File: src/rtl/shift_left_sequential.sv
// Sequential left shifter: one bit per SHIFT cycle, result published with a one-cycle DONE pulse.
// Optional macro SHL_FAST_STEP_EN adds 4-bit strides while the remaining count is at least 4.
module shift_left_sequential #(
  parameter int WIDTH = 32,
  parameter int SW    = 5
) (
  input  logic             CLK,
  input  logic             RST,
  input  logic             START,
  input  logic [WIDTH-1:0] IN,
  input  logic [SW-1:0]    SHAMT,
  output logic             BUSY,
  output logic             DONE,
  output logic [WIDTH-1:0] OUT
);

  typedef enum logic [1:0] {
    IDLE  = 2'd0,
    SHIFT = 2'd1,
    FIN   = 2'd2
  } state_t;

  state_t           state_q, state_d;
  logic [WIDTH-1:0] work_q, work_d;
  logic [WIDTH-1:0] out_q, out_d;
  logic [SW-1:0]    cnt_q, cnt_d;

  always_comb begin
    state_d = state_q;
    work_d  = work_q;
    out_d   = out_q;
    cnt_d   = cnt_q;
    case (state_q)
      IDLE, FIN: begin
        // FIN accepts a new request so operations can run back to back.
        if (START) begin
          work_d  = IN;
          cnt_d   = SHAMT;
          state_d = SHIFT;
        end else begin
          state_d = IDLE;
        end
      end
      SHIFT: begin
        if (cnt_q == '0) begin
          out_d   = work_q;
          state_d = FIN;
        end else begin
`ifdef SHL_FAST_STEP_EN
          if (int'(cnt_q) >= 4) begin
            work_d = {work_q[WIDTH-5:0], 4'b0000};
            cnt_d  = cnt_q - SW'(4);
          end else begin
            work_d = {work_q[WIDTH-2:0], 1'b0};
            cnt_d  = cnt_q - SW'(1);
          end
`else
          work_d = {work_q[WIDTH-2:0], 1'b0};
          cnt_d  = cnt_q - SW'(1);
`endif
        end
      end
      default: state_d = IDLE;
    endcase
  end

  always_ff @(posedge CLK or posedge RST) begin
    if (RST) begin
      state_q <= IDLE;
      work_q  <= '0;
      out_q   <= '0;
      cnt_q   <= '0;
    end else begin
      state_q <= state_d;
      work_q  <= work_d;
      out_q   <= out_d;
      cnt_q   <= cnt_d;
    end
  end

  assign BUSY = (state_q == SHIFT);
  assign DONE = (state_q == FIN);
  assign OUT  = out_q;

endmodule

File: config.mk
export PLATFORM = sky130hd
export DESIGN_NAME = shift_left_sequential
export DESIGN_NICKNAME = d
export VERILOG_FILES = /design/src/rtl/shift_left_sequential.sv
export SDC_FILE = /design/constraint.sdc
export NUM_CORES = 1
export LEC_CHECK = 0
export ABC_AREA = 1
export CORE_ASPECT_RATIO = 1.25
export CORE_UTILIZATION = 50
export CTS_CLUSTER_DIAMETER = 50
export DETAILED_ROUTE_END_ITERATION = 6
export GPL_TIMING_DRIVEN = 0
export HOLD_SLACK_MARGIN = 0.03
export MAX_ROUTING_LAYER = met4
export PLACE_DENSITY_LB_ADDON = 0.25
export SETUP_SLACK_MARGIN = 0.4
export SYNTH_ARGS = -nofsm -noshare
export SYNTH_HDL_FRONTEND = slang
export SYNTH_SLANG_ARGS = --single-unit
File: constraint.sdc
create_clock -name CLK -period 3.2 [get_ports CLK]
set_input_delay 0.64 -clock CLK [delete_from_list [all_inputs] [get_ports CLK]]
set_output_delay 0.64 -clock CLK [all_outputs]
set_load 0.05 [all_outputs]
==> results of run 1 <==
-- kinds of logic after synthesis --
| group | share of synthesized area [%] |
|---|---|
| and+or+nand+nor | 16.1 |
| DFF | 54.5 |
| buffers and inverters | 10.2 |
| adders and majority gates | 0.384 |
| AOI/OAI and AO/OA | 18.8 |
-- power by group --
group	leakage [nW]	switching (mW)	total, mW	internal (mW)
registers	0.894	0.180	1.50	1.32
logic	1.02	1.97	3.00	1.03
clock network	0.0988	0.330	0.735	0.404
-- critical path, delay by kind of cell, from the launching register on --
family                 cells  cell delay [ns]
DFF                        1             0.44
buffers and inverters      1             0.84
and+or+nand+nor            1             0.22
-- final timing paths --
path | from | end | slack, ns
max | state_q[1]$_DFFE_PP0P_ | BUSY | 0.71
min | OUT[25]$_DFFE_PP0P_ | OUT[25]$_DFFE_PP0P_ | 0.48
max reg2reg | cnt_q[0]$_DFFE_PP0P_ | OUT[12]$_DFFE_PP0P_ | 1.61
min reg2reg | OUT[25]$_DFFE_PP0P_ | OUT[25]$_DFFE_PP0P_ | 0.48
max in group asynchronous | RST | OUT[21]$_DFFE_PP0P_ | 1.82
min in group asynchronous | RST | OUT[15]$_DFFE_PP0P_ | 0.82
-- synthesized netlist by cell type (all sizes together) --
library cell and n:
dfrtp 71, ha 1, nand2 110, or2 2
nor2 6, inv 43, o21ai 100, nand3 7
a21oi 2, buf 17, nand4 1, clkbuf 4
-- through the flow --
step | cells | total power [mW] | util, %
global placement | 522 | 4.45 | 65.6
global route | 538 | 5.61 | 69.0
detailed placement | 522 | 4.52 | 65.6
floorplan | 364 | 3.70 | -
finish | 538 | 5.23 | 69.0
CTS | 538 | 5.28 | 69.0
-- state kept, by name, indices dropped and copies added, names as in the netlist --
| register | flops |
|---|---|
| state_q | 2 |
| work_q | 32 |
| cnt_q | 5 |
| OUT | 32 |
-- layout make-up --
cell class / instances / share of cell area (%)
Buffer: 21 / 3.92
Clock buffer: 12 / 3.60
Clock inverter: 4 / 1.25
Inverter: 43 / 3.86
Multi-Input combinational cell: 229 / 26.7
Sequential cell: 71 / 41.2
Tap cell: 85 / 2.47
Timing Repair Buffer: 73 / 17.0
-- routing by layer --
metal	up-vias	GRT usage [%]	part of all wire [%]	wire, um
met5	-	-	0	0
met4	0	10.7	1.5	107
met3	10	4.07	5.0	349
met2	71	35.6	50	3500
met1	1275	30.3	43	3040
li1	1317	-	-	-
==> impl_metrics.yaml, run 1 <==
floorplan:
  start_util_pct: 52.2
  die_w_um: 74.2
  die_area_sq_mm: 0.00685
  ioPinCount: 74
  core_area_sq_mm: 0.00625
  rows: 32
  die_h_um: 92.3
logic_synthesis:
  synth_top_cell_area_share_pct: 54.5
  synth_area_per_cell_sq_um: 8.95
  seq_area_frac_synth_pct: 54.5
  synthesis.area_sq_mm: 0.00326
  synthTopCellsByArea: "dfrtp_1 (55%), nand2_1 (12%), o21ai_1 (8.8%), o21ai_2 (7.3%), inv_1 (4.7%)"
  synth_cells: 364
  ys_warn_count: 0
  synth_cell_types: 24
  synth_nets: 405
  yosysTopAreaCell: "dfrtp_1"
  ys_seq_elements: 71
final_layout:
  final_common_cell: "nand2_1"
  fin_nets: 489
  nFillCells: 524
  diodes: 0
  drive_above_1_share_pct: 16.1
  multiInputGateArea_sq_mm: 0.00115
  fin_area_sq_mm: 0.00431
  syn_to_final_growth_pct: 32.2
  regArea_sq_mm: 0.00178
  final_cell_mix: "nand2_1 (107), clkdlybuf4s50_1 (73), dfrtp_1 (71)"
worst_setup_path:
  crit_type: "reg -> out"
  arrival_ns: 1.85
  cp_max_fo: 9
  worstRegToRegCells: 9
  cp-end-kind: "output pin"
  start_kind: "flip-flop"
  path_cells: "nor2_8 > clkdlybuf4s50_1"
  cpMaxStageDelayCell: "clkdlybuf4s50_1"
  cp_slowest_stage_delay_ns: 0.84
  crit_required_ns: 2.56
timing:
  finClkSkew_ns: 0.00451
  final_max_slew_viol_count: 0
  slew_headroom_pct: 43.0
  final-hold-violation-count: 0
  tightest_slew_ns: 0.856
  max_freq_mhz: 402
  fin_ws_ns: 0.715
  fin_crit_sh_pct: 77.7
  rsz0062_at_grt: "false"
  hold_ws_ns: 0.481
  tns_ns: 0
  finalSetupViolCount: 0
  period_minus_slack_ns: 2.49
placement:
  hpwl_um: 4750
  gp_congestion: 0.790
  port_buffers: 73
  place_area_sq_mm: 0.00410
  dp_slack_ns: 1.08
clock_tree:
  cts_resized: 0
  cts.sinks: 71
  clk_path_buf_depth: 2
  cts.hold.buffers_added: 0
  clkLatencyLatePin_ns: 0.34
  tritoncts: "done"
  clockRootBuffer: "clkbuf_8"
  path_clk_slew_ns: 0.07
  cts_buffers: 9
  h-tree-depth: 3
  post-cts-setup-buffer-count: 0
routing:
  drc_errors: 0
  ant_nets: 0
  via_per_inst: 4.97
  wirelength_um: 7000
  avgRoutedWirePerCell_um: 13.0
  dr.pass1.iters: 6
  vias: 2673
  drt_iter0_markers: 215
power_and_ir_drop:
  power.ir.vdd_worst_mv: 0.709
  p_leak_nw: 2.01
  power.density_mw_per_mm2: 1210
global_route:
  antenna_found_initial: 0
  grt_pass1_wl_um: 11800
  globalRouteOverflowTotal: 0
  grt_usage_pct: 23.4
  grt_max_degree: 72
  grt_pass1_vias: 2534
flow_run:
  drv_cap: 0
min_path:
  hp-class: "reg -> reg"
  hold_depth: 2
run_status:
  status: "finished, final reports clean"
No activity file was read; power rests on OpenSTA's default activity.
==> inputs of run 2 (changes only) <==
clock period = 2.44 ns   (was 3.2 ns; I/O delays follow)
==> impl_metrics.yaml, run 2 (synthesis results as in run 1) <==
global_route:
  grt_pass1_wl_um: 11600
  grt_max_degree: 38
  grt_pass1_vias: 2513
  globalRouteOverflowTotal: 0
  antenna_found_initial: 0
  grt_usage_pct: 23.0
clock_tree:
  clkLatencyLatePin_ns: 0.33
  clk_path_buf_depth: 2
  tritoncts: "done"
  h-tree-depth: 3
  cts.hold.buffers_added: 0
  clockRootBuffer: "clkbuf_8"
  path_clk_slew_ns: 0.07
  cts_buffers: 9
  post-cts-setup-buffer-count: 0
  cts.sinks: 71
power_and_ir_drop:
  p_sw_share_pct: 47.5
  p_switching_mw: 3.23
  p_seq_share_pct: 28.9
  power_frac_comb_pct: 57.7
  p_leak_nw: 2.06
  power.ir.vdd_worst_mv: 0.848
  p_int_mw: 3.57
  pwr-share-clk_pct: 13.4
  power.density_mw_per_mm2: 1580
routing:
  dr.pass1.iters: 4
  drt_iter0_markers: 189
  vias: 2677
  avgRoutedWirePerCell_um: 13.0
  ant_nets: 0
  drc_errors: 0
  via_per_inst: 4.97
  wirelength_um: 7020
worst_setup_path:
  cp_max_fo: 2
  start_kind: "flip-flop"
  startpoint: "OUT[31]$_DFFE_PP0P_"
  reg2reg_to: "OUT[30]$_DFFE_PP0P_"
  cp_num_buf_inv: 1
  crit_required_ns: 1.95
  worstRegToRegCells: 9
  path_cells: "clkdlybuf4s50_1"
  arrival_ns: 1.51
  crit_type: "reg -> out"
  cp-end-kind: "output pin"
  cp_slowest_stage_delay_ns: 0.81
  rr_startpoint: "cnt_q[0]$_DFFE_PP0P_"
  regToRegSetupSlack_ns: 0.84
  cpLargestDelayFamily: "buffers and inverters"
  cpMaxStageDelayCell: "clkdlybuf4s50_1"
final_layout:
  final_common_cell: "nand2_1"
  nFillCells: 527
  syn_to_final_growth_pct: 32.3
  diodes: 0
  drive_above_1_share_pct: 16.1
  fin_nets: 490
  final_cell_mix: "nand2_1 (107), dfrtp_1 (71), clkdlybuf4s50_1 (68)"
timing:
  hold_ws_ns: 0.479
  slew_headroom_pct: 49.0
  period_minus_slack_ns: 1.99
  finalSetupViolCount: 0
  tns_ns: 0
  finClkSkew_ns: 0.00561
  tightest_slew_ns: 0.763
  final_max_slew_viol_count: 0
  fin_crit_sh_pct: 81.7
  rsz0062_at_grt: "false"
  max_freq_mhz: 502
  final-hold-violation-count: 0
min_path:
  hold_depth: 2
  min-delay-start: "OUT[23]$_DFFE_PP0P_"
  worst_hold_path.endpoint: "OUT[23]$_DFFE_PP0P_"
  hp-class: "reg -> reg"
floorplan:
  die_w_um: 74.2
  rows: 32
  core_area_sq_mm: 0.00625
  start_util_pct: 52.2
  ioPinCount: 74
  die_h_um: 92.3
  die_area_sq_mm: 0.00685
run_status:
  status: "finished, final reports clean"
flow_run:
  drv_cap: 0
placement:
  port_buffers: 73
  gp_congestion: 0.782
  hpwl_um: 4940
==> run 2: cell type report <==
cell class / count / area (sq um) / area share [%]
Clock buffer: 13 / 149 / 3.45
Timing Repair Buffer: 74 / 752 / 17.4
Sequential cell: 71 / 1780 / 41.2
Multi-Input combinational cell: 229 / 1150 / 26.7
Clock inverter: 3 / 42.5 / 0.986
Tap cell: 85 / 106 / 2.47
Inverter: 43 / 168 / 3.89
Buffer: 21 / 169 / 3.92
==> run 2: metrics by stage <==
| step | setup slack [ns] | std cells | total power, mW | utilization (%) | area (sq um) |
|---|---|---|---|---|---|
| 2_1_floorplan | 0.831 | 364 | 4.86 | - | 3260 |
| 3_3_place_gp | 0.309 | 522 | 5.83 | 65.6 | 4100 |
| 3_5_place_dp | 0.460 | 523 | 5.94 | 66.0 | 4120 |
| 4_1_cts | 0.380 | 539 | 6.85 | 69.0 | 4310 |
| 5_1_grt | 0.410 | 539 | 7.29 | 69.1 | 4310 |
| 6_report | 0.446 | 539 | 6.80 | 69.1 | 4310 |
==> run 2: how the worst max path moves through the flow <==
stage                                 endpoint  slack (ns)  cells past startpoint
after floorplan                           DONE        0.83                      2
after global placement    cnt_q[2]$_DFFE_PP0P_        0.31                      2
after detailed placement                  BUSY        0.46                      2
after CTS                                 BUSY        0.38                      2
after global routing                    OUT[0]        0.41                      1
final                                  OUT[31]        0.45                      1
==> run 2: timing repair <==
item	CTS	global route
cloned	0	0
resized for setup	2	5
endpoints found under the setup margin	2	4
==> run 2: power groups by stage <==
stage               Combinational [mW]  Sequential [mW]  Clock [mW]
finish                            3.93             1.96       0.912
global route                      4.30             2.01       0.974
CTS                               3.96             1.96       0.926
detailed placement                3.96             1.98           0
global placement                  3.86             1.97           0
floorplan                         2.15             2.71           0
==> run 2: per-layer routing <==
metal	vias up	wire length, um	GRT usage [%]
met4	0	94	8.02
met3	9	305	5.16
met5	-	0	-
met1	1267	3090	29.4
li1	1321	-	-
met2	80	3530	36.0
==> inputs of run 3 (changes only) <==
CORE_UTILIZATION = 45   (was 50)
clock period = 1.7 ns   (was 2.44 ns; I/O delays follow)
==> impl_metrics.yaml, run 3 (synthesis results as in run 1) <==
final_layout:
  stdcell_count: 574
  final_common_cell: "nand2_1"
  final_core_util_pct: 73.9
  nFillCells: 522
  syn_to_final_growth_pct: 58.1
  fin_nets: 520
  drive_above_1_share_pct: 40.9
  diodes: 0
  final_cell_mix: "nand2_1 (74), dfrtp_1 (70), o21ai_1 (53)"
worst_setup_path:
  crit_type: "reg -> reg"
  arrival_ns: 1.78
  crit_required_ns: 1.94
  startpoint: "cnt_q[0]$_DFFE_PP0P_"
  cp-end-kind: "flip-flop"
  reg2reg_to: "work_q[16]$_DFFE_PP0P_"
  cp_max_fo: 7
  regToRegSetupSlack_ns: 0.16
  worstRegToRegCells: 10
  rr_startpoint: "cnt_q[0]$_DFFE_PP0P_"
  start_kind: "flip-flop"
clock_tree:
  clockRootBuffer: "clkbuf_8"
  clk_path_buf_depth: 2
  clkLatencyLatePin_ns: 0.35
  tritoncts: "done"
  path_clk_slew_ns: 0.08
  cts_buffers: 9
  h-tree-depth: 3
  cts.sinks: 71
  cts.hold.buffers_added: 0
power_and_ir_drop:
  p_switching_mw: 5.89
  pwr-share-clk_pct: 11.7
  p_leak_nw: 2.46
  p_int_mw: 7.03
  power_frac_comb_pct: 65.9
  finalPower_mw: 12.9
  p_sw_share_pct: 45.6
  power.density_mw_per_mm2: 2510
  power.ir.vdd_worst_mv: 1.43
  p_seq_share_pct: 22.3
global_route:
  grt_pass1_vias: 2834
  globalRouteOverflowTotal: 0
  grt_usage_pct: 24.7
  antenna_found_initial: 0
  grt_max_degree: 27
  grt_pass1_wl_um: 14000
routing:
  avgRoutedWirePerCell_um: 15.7
  ant_nets: 0
  vias: 2914
  wirelength_um: 8990
  drt_iter0_markers: 139
  drc_errors: 0
  via_per_inst: 5.08
  dr.pass1.iters: 5
floorplan:
  die_area_sq_mm: 0.00759
  ioPinCount: 74
  die_w_um: 78.1
  die_h_um: 97.2
  rows: 34
  start_util_pct: 46.7
  core_area_sq_mm: 0.00698
timing:
  max_freq_mhz: 651
  rsz0062_at_grt: "true"
  fin_crit_sh_pct: 90.3
  tightest_slew_ns: 0.503
  final-hold-violation-count: 0
  period_minus_slack_ns: 1.54
  finalSetupViolCount: 0
  final_max_slew_viol_count: 0
  slew_headroom_pct: 66.4
  hold_ws_ns: 0.362
  finClkSkew_ns: 0.00763
run_status:
  status: "finished, final reports clean"
placement:
  hpwl_um: 5220
  dpl.cell_count: 529
  port_buffers: 73
  gp_congestion: 0.778
flow_run:
  drv_cap: 0
min_path:
  hp-class: "in -> async"
[run 3: cell count changes in the layout (fill, tap and decap cells not counted), moves of 8 or more]
cell and delta:
o21ai_0 -14, buf_4 +35, nand2_4 +8, buf_8 +10, nand2_1 -33, o21ai_2 +16, clkdlybuf4s50_1 -29, nand2_2 +24
[run 3: per-stage QoR]
step	setup WS (ns)	area [sq um]	TNS [ns]
floorplan	0.331	3320	0
CTS	0.189	4920	0
global placement	-0.286	4170	-20.18
finish	0.165	5150	0
detailed placement	-0.128	4210	-0.137
global route	0.103	5150	0
[run 3: cell type report]
type	count	area (sq um)	area share (%)
inverters	43	168	3.25
well taps	90	113	2.18
clock inverters	7	97.6	1.89
clock buffers	9	124	2.40
multi-input cells	230	1420	27.6
plain buffers	21	292	5.66
flip-flops and latches	71	1780	34.5
repair buffers	103	1160	22.6
[run 3: worst max-delay path by stage]
stage,slack [ns],cells past startpoint,end
final,0.16,10,work_q[16]$_DFFE_PP0P_
after global routing,0.10,10,work_q[19]$_DFFE_PP0P_
after CTS,0.19,2,BUSY
after detailed placement,-0.13,3,BUSY
after global placement,-0.29,2,cnt_q[4]$_DFFE_PP0P_
after floorplan,0.33,8,OUT[11]$_DFFE_PP0P_
[run 3: metal layers]
layer | wire (um) | share of wire (%) | up-vias | GRT usage [%]
met5 | 0 | 0 | - | -
met4 | 94 | 1.0 | 0 | 9.69
met3 | 344 | 3.8 | 11 | 3.10
met2 | 5000 | 56 | 81 | 43.3
met1 | 3550 | 40 | 1419 | 28.4
li1 | - | - | 1403 | -
[run 3: critical path, stage by stage (launching register included)]
cell     delay, ns
dfrtp_1       0.41
inv_2         0.10
ha_4          0.16
nand3_4       0.08
nand2_4       0.10
buf_12        0.12
buf_12        0.10
nand2_8       0.08
buf_8         0.17
nand2_2       0.07
o21ai_2       0.05
[run 3: timing repair]
| item | in CTS | in global routing |
|---|---|---|
| resized for setup | 259 | 55 |
| cloned | 10 | 2 |
| pin swaps | 7 | 7 |
| buffers inserted | 14 | 3 |
| endpoints found under the setup margin | 104 | 83 |
[run 3: power groups by stage]
stage	Clock [mW]	Sequential [mW]	Combinational [mW]
6_report	1.52	2.89	8.52
5_1_grt	1.60	2.95	9.07
3_5_place_dp	0	2.88	5.89
2_1_floorplan	0	3.91	3.27
4_1_cts	1.51	2.85	7.75
3_3_place_gp	0	2.85	5.75
